## config.mk

```make
export PLATFORM = sky130hd
export DESIGN_NAME = i2c_sensor_reg_slave
export DESIGN_NICKNAME = d
export VERILOG_FILES = /design/src/rtl/i2c_sensor_pkg.sv /design/src/rtl/i2c_line_filter.sv /design/src/rtl/i2c_sensor_reg_slave.sv
export SDC_FILE = /design/constraint.sdc
export NUM_CORES = 1
export LEC_CHECK = 0
export ABC_AREA = 1
export CAP_MARGIN = 20
export CORE_AREA = 2 2 83 85
export CTS_CLUSTER_DIAMETER = 80
export DETAILED_ROUTE_END_ITERATION = 12
export DIE_AREA = 0 0 85 87
export GPL_ROUTABILITY_DRIVEN = 1
export PLACE_DENSITY = 0.79
export SLEW_MARGIN = 20
export SYNTH_ARGS = -nofsm -noshare
export SYNTH_HDL_FRONTEND = slang
export SYNTH_SLANG_ARGS = --single-unit
export TNS_END_PERCENT = 5
```

## constraint.sdc

```tcl
create_clock -name clk -period 4 [get_ports clk]
set_input_delay 0.8 -clock clk [delete_from_list [all_inputs] [get_ports clk]]
set_output_delay 0.8 -clock clk [all_outputs]
set_load 0.01 [all_outputs]
```

## src/rtl/i2c_sensor_pkg.sv

```systemverilog
// Shared definitions for the I2C sensor register target: FSM encoding,
// ACK/NACK bus levels, default device address and state-class helpers.
package i2c_sensor_pkg;

  typedef enum logic [3:0] {
    ST_IDLE        = 4'd0,
    ST_DEV         = 4'd1,
    ST_DEV_ACK     = 4'd2,
    ST_REG         = 4'd3,
    ST_REG_ACK     = 4'd4,
    ST_WR_MSB      = 4'd5,
    ST_WR_MSB_ACK  = 4'd6,
    ST_WR_LSB      = 4'd7,
    ST_WR_LSB_ACK  = 4'd8,
    ST_RD_MSB      = 4'd9,
    ST_RD_MSB_MACK = 4'd10,
    ST_RD_LSB      = 4'd11,
    ST_RD_LSB_MACK = 4'd12
  } state_t;

  localparam logic       I2C_ACK          = 1'b0;
  localparam logic       I2C_NACK         = 1'b1;
  localparam logic [6:0] DEV_ADDR_DEFAULT = 7'h5D;

  // States in which the master clocks a byte into the target
  function automatic logic is_rx_state(input state_t s);
    return (s == ST_DEV) || (s == ST_REG) || (s == ST_WR_MSB) || (s == ST_WR_LSB);
  endfunction

  // States in which the target shifts a byte out on SDA
  function automatic logic is_tx_state(input state_t s);
    return (s == ST_RD_MSB) || (s == ST_RD_LSB);
  endfunction

endpackage

```

## src/rtl/i2c_line_filter.sv

```systemverilog
// SCL/SDA front end: 2-FF synchroniser, FILT_LEN-deep glitch filter and
// detection of SCL edges plus START/STOP conditions on the filtered levels.
// Idle bus is high, so everything resets to 1 (no false edge after reset).
module i2c_line_filter #(
  parameter int FILT_LEN = 3
) (
  input  logic i_clk,
  input  logic i_rst,
  input  logic i_scl,
  input  logic i_sda,
  output logic o_sda,
  output logic o_scl_rise,
  output logic o_scl_fall,
  output logic o_start,
  output logic o_stop
);

  // index 0 = SCL, index 1 = SDA
  logic [1:0]          r_sync1;
  logic [1:0]          r_sync2;
  logic [1:0]          r_lvl;
  logic [1:0]          r_lvl_d;
  logic [FILT_LEN-1:0] r_hist_scl;
  logic [FILT_LEN-1:0] r_hist_sda;

  // Synchronise, keep a sample history and accept a level only when the whole history agrees
  always_ff @(posedge i_clk) begin
    if (i_rst) begin
      r_sync1    <= '1;
      r_sync2    <= '1;
      r_hist_scl <= '1;
      r_hist_sda <= '1;
      r_lvl      <= '1;
      r_lvl_d    <= '1;
    end else begin
      r_sync1    <= {i_sda, i_scl};
      r_sync2    <= r_sync1;
      r_hist_scl <= {r_hist_scl[FILT_LEN-2:0], r_sync2[0]};
      r_hist_sda <= {r_hist_sda[FILT_LEN-2:0], r_sync2[1]};
      r_lvl_d    <= r_lvl;
      if (&r_hist_scl)       r_lvl[0] <= 1'b1;
      else if (~|r_hist_scl) r_lvl[0] <= 1'b0;
      if (&r_hist_sda)       r_lvl[1] <= 1'b1;
      else if (~|r_hist_sda) r_lvl[1] <= 1'b0;
    end
  end

  assign o_sda      = r_lvl[1];
  assign o_scl_rise =  r_lvl[0] & ~r_lvl_d[0];
  assign o_scl_fall = ~r_lvl[0] &  r_lvl_d[0];
  // SDA moving while SCL has been steadily high
  assign o_start    = r_lvl[0] & r_lvl_d[0] &  r_lvl_d[1] & ~r_lvl[1];
  assign o_stop     = r_lvl[0] & r_lvl_d[0] & ~r_lvl_d[1] &  r_lvl[1];

endmodule

```

## src/rtl/i2c_sensor_reg_slave.sv

```systemverilog
// I2C target emulating a sensor control port: 7-bit device address, 8-bit
// register pointer, 16-bit data MSB first, driving an external register bank.
// Optional feature macro: REG_AUTO_INC_EN -- when defined the pointer
// advances after every completed 16-bit word (write or read), wrapping 0xFF->0x00.
//
// Register-bank strobe protocol: reg_wr_en is a single-cycle strobe with
// reg_addr/reg_wr_data valid in that same cycle; reg_rd_en is a single-cycle
// request for reg_addr and reg_rd_data is captured on the following clock.
// The bank has no back-pressure (always ready).
module i2c_sensor_reg_slave
  import i2c_sensor_pkg::*;
#(
  parameter logic [6:0] DEV_ADDR = DEV_ADDR_DEFAULT,
  parameter int         FILT_LEN = 3
) (
  input  logic        clk,
  input  logic        rst,
  input  logic        scl_in,
  input  logic        sda_in,
  output logic        sda_oe,
  output logic [7:0]  reg_addr,
  output logic        reg_wr_en,
  output logic [15:0] reg_wr_data,
  output logic        reg_rd_en,
  input  logic [15:0] reg_rd_data,
  output logic        busy,
  output state_t      dbg_state
);

  logic w_sda, w_scl_rise, w_scl_fall, w_start, w_stop;

  i2c_line_filter #(.FILT_LEN(FILT_LEN)) u_filt (
    .i_clk      (clk),
    .i_rst      (rst),
    .i_scl      (scl_in),
    .i_sda      (sda_in),
    .o_sda      (w_sda),
    .o_scl_rise (w_scl_rise),
    .o_scl_fall (w_scl_fall),
    .o_start    (w_start),
    .o_stop     (w_stop)
  );

  state_t      r_state, w_state_nxt;
  logic [2:0]  r_bit_cnt;
  logic        r_byte_done;   // 8th SCL rise of the current byte has been seen
  logic [6:0]  r_shift;       // first seven bits; the 8th comes straight from w_sda
  logic [7:0]  r_msb;
  logic [15:0] r_rd_word;
  logic        r_dev_match;
  logic        r_rw;
  logic        r_mack_nack;
  logic        r_sda_oe;
  logic [7:0]  r_reg_addr;
  logic        r_wr_en;
  logic [15:0] r_wr_data;
  logic        r_rd_en;
  logic        r_busy;

  logic       w_rx, w_tx, w_byte_last, w_byte_end;
  logic [7:0] w_byte;

  assign w_rx        = is_rx_state(r_state);
  assign w_tx        = is_tx_state(r_state);
  assign w_byte      = {r_shift, w_sda};
  assign w_byte_last = w_scl_rise & (w_rx | w_tx) & (r_bit_cnt == 3'd7);
  assign w_byte_end  = w_scl_fall & r_byte_done;

  // State register
  always_ff @(posedge clk) begin
    if (rst) r_state <= ST_IDLE;
    else     r_state <= w_state_nxt;
  end

  // Next-state logic; START/STOP override every state
  always_comb begin
    w_state_nxt = r_state;
    if (w_start)     w_state_nxt = ST_DEV;
    else if (w_stop) w_state_nxt = ST_IDLE;
    else begin
      case (r_state)
        ST_IDLE:        w_state_nxt = ST_IDLE;
        ST_DEV:         if (w_byte_end) w_state_nxt = r_dev_match ? ST_DEV_ACK : ST_IDLE;
        ST_DEV_ACK:     if (w_scl_fall) w_state_nxt = r_rw ? ST_RD_MSB : ST_REG;
        ST_REG:         if (w_byte_end) w_state_nxt = ST_REG_ACK;
        ST_REG_ACK:     if (w_scl_fall) w_state_nxt = ST_WR_MSB;
        ST_WR_MSB:      if (w_byte_end) w_state_nxt = ST_WR_MSB_ACK;
        ST_WR_MSB_ACK:  if (w_scl_fall) w_state_nxt = ST_WR_LSB;
        ST_WR_LSB:      if (w_byte_end) w_state_nxt = ST_WR_LSB_ACK;
        ST_WR_LSB_ACK:  if (w_scl_fall) w_state_nxt = ST_WR_MSB;
        ST_RD_MSB:      if (w_byte_end) w_state_nxt = ST_RD_MSB_MACK;
        ST_RD_MSB_MACK: if (w_scl_fall) w_state_nxt = (r_mack_nack == I2C_NACK) ? ST_IDLE : ST_RD_LSB;
        ST_RD_LSB:      if (w_byte_end) w_state_nxt = ST_RD_LSB_MACK;
        ST_RD_LSB_MACK: if (w_scl_fall) w_state_nxt = (r_mack_nack == I2C_NACK) ? ST_IDLE : ST_RD_MSB;
        default:        w_state_nxt = ST_IDLE;
      endcase
    end
  end

  // Datapath: bit capture on SCL rise, SDA drive changes on SCL fall, bank strobes
  always_ff @(posedge clk) begin
    if (rst) begin
      r_bit_cnt   <= '0;
      r_byte_done <= 1'b0;
      r_shift     <= '0;
      r_msb       <= '0;
      r_rd_word   <= '0;
      r_dev_match <= 1'b0;
      r_rw        <= 1'b0;
      r_mack_nack <= I2C_NACK;
      r_sda_oe    <= 1'b0;
      r_reg_addr  <= '0;
      r_wr_en     <= 1'b0;
      r_wr_data   <= '0;
      r_rd_en     <= 1'b0;
      r_busy      <= 1'b0;
    end else begin
      r_wr_en <= 1'b0;
      r_rd_en <= 1'b0;
`ifdef REG_AUTO_INC_EN
      // advance only after the strobe cycle so the bank sees the written address
      if (r_wr_en) r_reg_addr <= r_reg_addr + 8'd1;
`endif
      if (w_start || w_stop) begin
        // any partial byte/word is dropped
        r_busy      <= w_start;
        r_sda_oe    <= 1'b0;
        r_bit_cnt   <= '0;
        r_byte_done <= 1'b0;
      end else begin
        if (r_rd_en) begin
          r_rd_word <= reg_rd_data;
          r_sda_oe  <= ~reg_rd_data[15];
        end
        if (w_scl_rise) begin
          if (w_rx || w_tx) begin
            r_shift   <= {r_shift[5:0], w_sda};
            r_bit_cnt <= r_bit_cnt + 3'd1;
            if (r_bit_cnt == 3'd7) r_byte_done <= 1'b1;
          end
          if (r_state == ST_RD_MSB_MACK || r_state == ST_RD_LSB_MACK) r_mack_nack <= w_sda;
          if (w_byte_last) begin
            case (r_state)
              ST_DEV: begin
                r_dev_match <= (w_byte[7:1] == DEV_ADDR);
                r_rw        <= w_byte[0];
              end
              ST_REG:    r_reg_addr <= w_byte;
              ST_WR_MSB: r_msb      <= w_byte;
              ST_WR_LSB: begin
                r_wr_en   <= 1'b1;
                r_wr_data <= {r_msb, w_byte};
              end
`ifdef REG_AUTO_INC_EN
              ST_RD_LSB: r_reg_addr <= r_reg_addr + 8'd1;
`endif
              default: ;
            endcase
          end
        end
        if (w_scl_fall) begin
          if (w_byte_end) r_byte_done <= 1'b0;
          case (r_state)
            ST_DEV, ST_REG, ST_WR_MSB, ST_WR_LSB:
              if (w_byte_end) r_sda_oe <= (w_state_nxt != ST_IDLE);
            ST_DEV_ACK:
              // read: keep ACK low until the fetched word replaces it next clk
              if (r_rw) r_rd_en  <= 1'b1;
              else      r_sda_oe <= 1'b0;
            ST_REG_ACK, ST_WR_MSB_ACK, ST_WR_LSB_ACK:
              r_sda_oe <= 1'b0;
            ST_RD_MSB, ST_RD_LSB: begin
              r_rd_word <= {r_rd_word[14:0], 1'b0};
              r_sda_oe  <= w_byte_end ? 1'b0 : ~r_rd_word[14];
            end
            ST_RD_MSB_MACK:
              r_sda_oe <= (r_mack_nack == I2C_NACK) ? 1'b0 : ~r_rd_word[15];
            ST_RD_LSB_MACK:
              if (r_mack_nack == I2C_ACK) r_rd_en <= 1'b1;
            default: ;
          endcase
        end
      end
    end
  end

  assign sda_oe      = r_sda_oe;
  assign reg_addr    = r_reg_addr;
  assign reg_wr_en   = r_wr_en;
  assign reg_wr_data = r_wr_data;
  assign reg_rd_en   = r_rd_en;
  assign busy        = r_busy;
  assign dbg_state   = r_state;

endmodule

```

### Word level (Yosys, flattened, before mapping)

Index checks and enable logic that the tools add are counted.

* add/sub/neg operators: 1
* equality and inequality tests: 14
* mux-type cells: 37
* bitwise logic cells: 22
* reductions and logical operators: 28

Operators with widths (number)
* $mux 4: 16
* $mux 16: 3
* $pmux 4 s11: 1
* $eq 4x4->1 const B: 5
* $eq 4x3->1 const B: 4
* $reduce_and 4->1: 4
* $mux 1: 14
* $reduce_and 3->1: 4
* $reduce_or 3->1: 4
* $not 1->1: 11
* $and 1x1->1: 10
* $reduce_or 2->1: 5
* $eq 4x2->1 const B: 2
* $reduce_or 4->1: 2
* $eq 7x7->1 const B: 1
* $logic_or 1x1->1: 7
* $pmux 1 s5: 1
* $eq 4x1->1 const B: 1
* $reduce_bool 4->1: 1
* $add 3x1->3 const B: 1
* $eq 3x3->1 const B: 1
* $mux 2: 1
* $pmux 1 s2: 1
* $reduce_and 2->1: 1
* $or 1x1->1: 1

* register bits: 84
* bits of input ports: 20
* output and inout bits: 32
* word-level logic and storage cells: 124

### Logic depth before layout (Yosys ltp)

* depth after elaboration: 11
* depth in mapped cells: 13
* gate-level depth less buffers: 13

### By module

From an unflattened synthesis, not the netlist that was laid out.

* cells, all modules: 495
* area, all modules: 3525.9 um2

By module, submodules not included
* i2c_sensor_reg_slave: times used 1, cells each 443, area an instance 3084.2 um2, sequential area each 1401.3 um2
* i2c_line_filter: times used 1, cells each 52, area an instance 441.7 um2, sequential area each 280.3 um2

### Worst setup path before layout

Ideal clock, no wire load.

* kind: input -> register
* from: in rst
* to: reg r_rd_word[4]
* data arrival time: 1501 ps
* required time: 3884 ps
* slack: 2383 ps
* stages on the path: 4
* cells stage by stage: clkbuf_1 -> nor2_1 -> buf_2 -> a31o_2

RTL lines
* from (decl): line i2c_sensor_reg_slave.sv:17 `input logic rst,`
* to (signal assigned): line i2c_sensor_reg_slave.sv:132 `r_rd_word <= reg_rd_data;`
* to (signal assigned): line i2c_sensor_reg_slave.sv:173 `r_rd_word <= {r_rd_word[14:0], 1'b0};`
* to (decl): line i2c_sensor_reg_slave.sv:49 `logic [15:0] r_rd_word;`

### Worst setup path in the final report

* from: in rst
* to: reg r_rd_word[14]

No word-level cell between the ends.

==> run_results.csv <==
group,metric,value,unit
drt,post_route_drc,0,
logic_synthesis,mapped_avg_cell_area,7.805,um2
sta,timing.hold.ws,412.7,ps
drt,route.detailed.wl_per_inst,12.44,um
sta,unrepaired_setup_endpoints_after_global_routing,"false",
logic_synthesis,leading_post_synthesis_cells_by_cell_area,"sky130_fd_sc_hd__dfxtp_1, sky130_fd_sc_hd__a21oi_1, sky130_fd_sc_hd__inv_1",
sta,setup_ws,930.4,ps
setup_path,crit_path_start_kind,"input port",
logic_synthesis,synth_edf_count,0,
final_layout,layout-drive-gt1-share,0.1091,
global_routing,grt.total_usage,0.2038,
placed_design,pre_cts_worst_setup_slack,876.6,ps
power,swShare,0.2416,
cts,tritoncts.num_buffers,9,
global_routing,grt_max_degree,46,
power,netSwitchingPower,0.3490,mW
sta,fin_worst_skew,7.821,ps
cts,tritoncts,"yes",
floorplan,die-area,7395,um2
setup_path,worst-endpoint-required,4250,ps
final_layout,antenna-diode-count,0,
logic_synthesis,ys_seq_area_frac,0.4831,
worst_hold_path,hold_path.class,"reg2reg",
final_layout,final.fill_count,567,
logic_synthesis,synth_async_sr_flop_share,0,
power,power_frac_seq,0.581,
floorplan,die_height,87,um
cts,ctsResizeCount,0,
global_routing,global_route_wire_length_before_repair,12210,um
logic_synthesis,ys.warnings.count,0,
sta,tightest_slew_margin_relative_to_the_limit,0.3472,
sta,finalSetupViolCount,0,
placed_design,port-buffer-count,51,
drt,dr.first_iter.drc_count,261,
power,irDropWorstVdd,0.3309,mV
logic_synthesis,syn_area,3481,um2
drt,drt.antenna.violating_nets,0,
final_layout,utilization,0.6371,
placed_design,routability_driven_placement_congestion_ratio,0.9876,
floorplan,die_width,85,um
cts,insertion_delay,370,ps
power,power_frac_comb,0.031,
final_layout,synthToLayoutAreaGrowth,20.24,%
cts,ctsHtreeMaxLevel,3,
floorplan,design.portCount,52,
sta,period_needed,3070,ps
logic_synthesis,synthMostInstantiatedCell,"sky130_fd_sc_hd__dfxtp_1",
logic_synthesis,top_ff_cell_synth,"sky130_fd_sc_hd__dfxtp_1",
global_routing,antenna_found_initial,0,
logic_synthesis,synth_cells,446,
power,clkPwrFrac,0.388,
floorplan,core_area,6569,um2
global_routing,grt_remaining_overflow,0,
cts,cts_setup_buffers,0,
logic_synthesis,synth_area_leader_cell,"sky130_fd_sc_hd__dfxtp_1",
job,timing.max_cap.violations,0,
setup_path,timing.critical_path.fanout_max,45,
cts,cts-root-to-sink-buffers,2,
logic_synthesis,synthesized_net_count,468,
logic_synthesis,post_synth_num_cell_types,34,
logic_synthesis,yosys.area.top_type_share,0.4831,
drt,vias_per_cell,5.278,
power,power-per-cell-area,345.1,nW/um2
outcome,outcome,"complete, no violations",
floorplan,num_rows,30,
placed_design,hpwl_after_detailed_placement,5026,um
cts,cts.root.buffer_cell,"sky130_fd_sc_hd__clkbuf_8",
setup_path,rrSetupSlack,1770,ps
sta,final_min_period_over_clock_period,0.7674,
final_layout,final_nets,512,
drt,via_count,3035,
logic_synthesis,most_used_standard_cells_in_the_synthesized_netlist,"sky130_fd_sc_hd__dfxtp_1, sky130_fd_sc_hd__a21oi_1, sky130_fd_sc_hd__inv_1, sky130_fd_sc_hd__nand2_1, sky130_fd_sc_hd__o21ai_0",
power,power.static_leakage,1.562,nW
sta,worst_slew_pin_slew,973.2,ps
drt,drt_wl_total,7154,um
global_routing,via_count_of_the_first_global_routing_pass,2777,
power,power.total,1.444,mW
sta,timing.setup.tns,0,ps
sta,maxClockFrequency,0.3258,GHz
drt,drt_first_pass_iters,4,
setup_path,end_kind,"flop",
cts,post_cts_hold_buffer_count,0,
sta,report.final.hold_viol_count,0,
setup_path,arrival,3320,ps
logic_synthesis,postSynthRegisterBits,84,
cts,clock_sinks,84,
floorplan,start_util,0.5299,
sta,timing.final.max_slew_violations,0,
power,internal_power,1.095,mW
cts,cts.clk_slew.worst_paths,80,ps
setup_path,worst-setup-path-type,"in2reg",
## logic make-up (layout without fill, tap and decap cells)
kind of cell / Yosys count / in the layout / synth area share
fa+ha+maj: 2 / 2 / 0.007188
flops: 84 / 84 / 0.4831
xor+xnor: 1 / 1 / 0.002517
compound gates: 132 / 132 / 0.2117
buf+inv: 83 / 132 / 0.09741
simple gates: 144 / 144 / 0.1981
## power by group through the flow
stage	sequential (mW)	clock (mW)	combinational, mW
floorplan	0.859	0	0.0218
global placement	0.859	0	0.0434
detailed placement	0.859	0	0.0443
CTS	0.839	0.570	0.0445
global route	0.840	0.607	0.0501
finish	0.839	0.561	0.0444
## cells in the final DEF (no fill, tap or decap), drive strengths merged, types with 2 or more instances in the layout
| cell type | n |
|---|---|
| nor4 | 2 |
| nor2 | 28 |
| buf | 2 |
| o21ai | 50 |
| a21oi | 60 |
| clkinv | 3 |
| nand2 | 61 |
| a31oi | 3 |
| o22ai | 2 |
| a31o | 10 |
| nand3 | 34 |
| a211oi | 2 |
| clkdlybuf4s50 | 51 |
| ha | 2 |
| dfxtp | 84 |
| inv | 65 |
| clkinvlp | 2 |
| nor3 | 6 |
| clkbuf | 9 |
| or2 | 10 |
| o211ai | 3 |
| nand4 | 2 |
## final timing paths
check / to / start / cells after the start
setup / recovery: r_rd_word[14] / rst / 3
hold / removal: u_filt.r_hist_scl[0] / u_filt.r_sync2[0] / 1
setup reg to reg: reg_wr_data[5] / dbg_state[3] / 8
hold reg to reg: u_filt.r_hist_scl[0] / u_filt.r_sync2[0] / 1
## final cells by class
| cell class | instances | area [um2] | area share |
|---|---|---|---|
| clock buffer | 9 | 123.9 | 0.02960 |
| clock inverter | 7 | 57.56 | 0.01375 |
| timing repair buffer | 53 | 525.5 | 0.1256 |
| inverter | 63 | 236.5 | 0.05650 |
| multi-input combinational | 279 | 1460 | 0.3489 |
| tap | 80 | 100.1 | 0.02392 |
| sequential | 84 | 1682 | 0.4018 |
## sequential cells by signal (all words and copies together), names as in the netlist, 3 cells and up
register           count
r_shift                7
r_bit_cnt              3
dbg_state              4
u_filt.r_hist_sda      3
u_filt.r_hist_scl      3
r_msb                  8
r_rd_word             16
reg_wr_data           16
reg_addr               8
## worst max-delay path, stage by stage
cell	delay (ps)
sky130_fd_sc_hd__clkdlybuf4s50_1	980
sky130_fd_sc_hd__clkinv_1	1010
sky130_fd_sc_hd__a32o_1	520
## routing by layer
metal | up-vias | wire length [um] | track usage
li1 | 1567 | - | -
met1 | 1377 | 3249 | 0.2574
met2 | 75 | 3442 | 0.3338
met3 | 16 | 297 | 0.04834
met4 | 0 | 165 | 0.08802
met5 | - | 0 | 0
## stage by stage
stage / instance area, um2 / instances
final: 4185 / 575
after global routing: 4185 / 575
after CTS: 4185 / 575
after detailed placement: 4004 / 559
after global placement: 4004 / 559
after floorplan: 3481 / 446
Power figures use the tool's default switching activity.
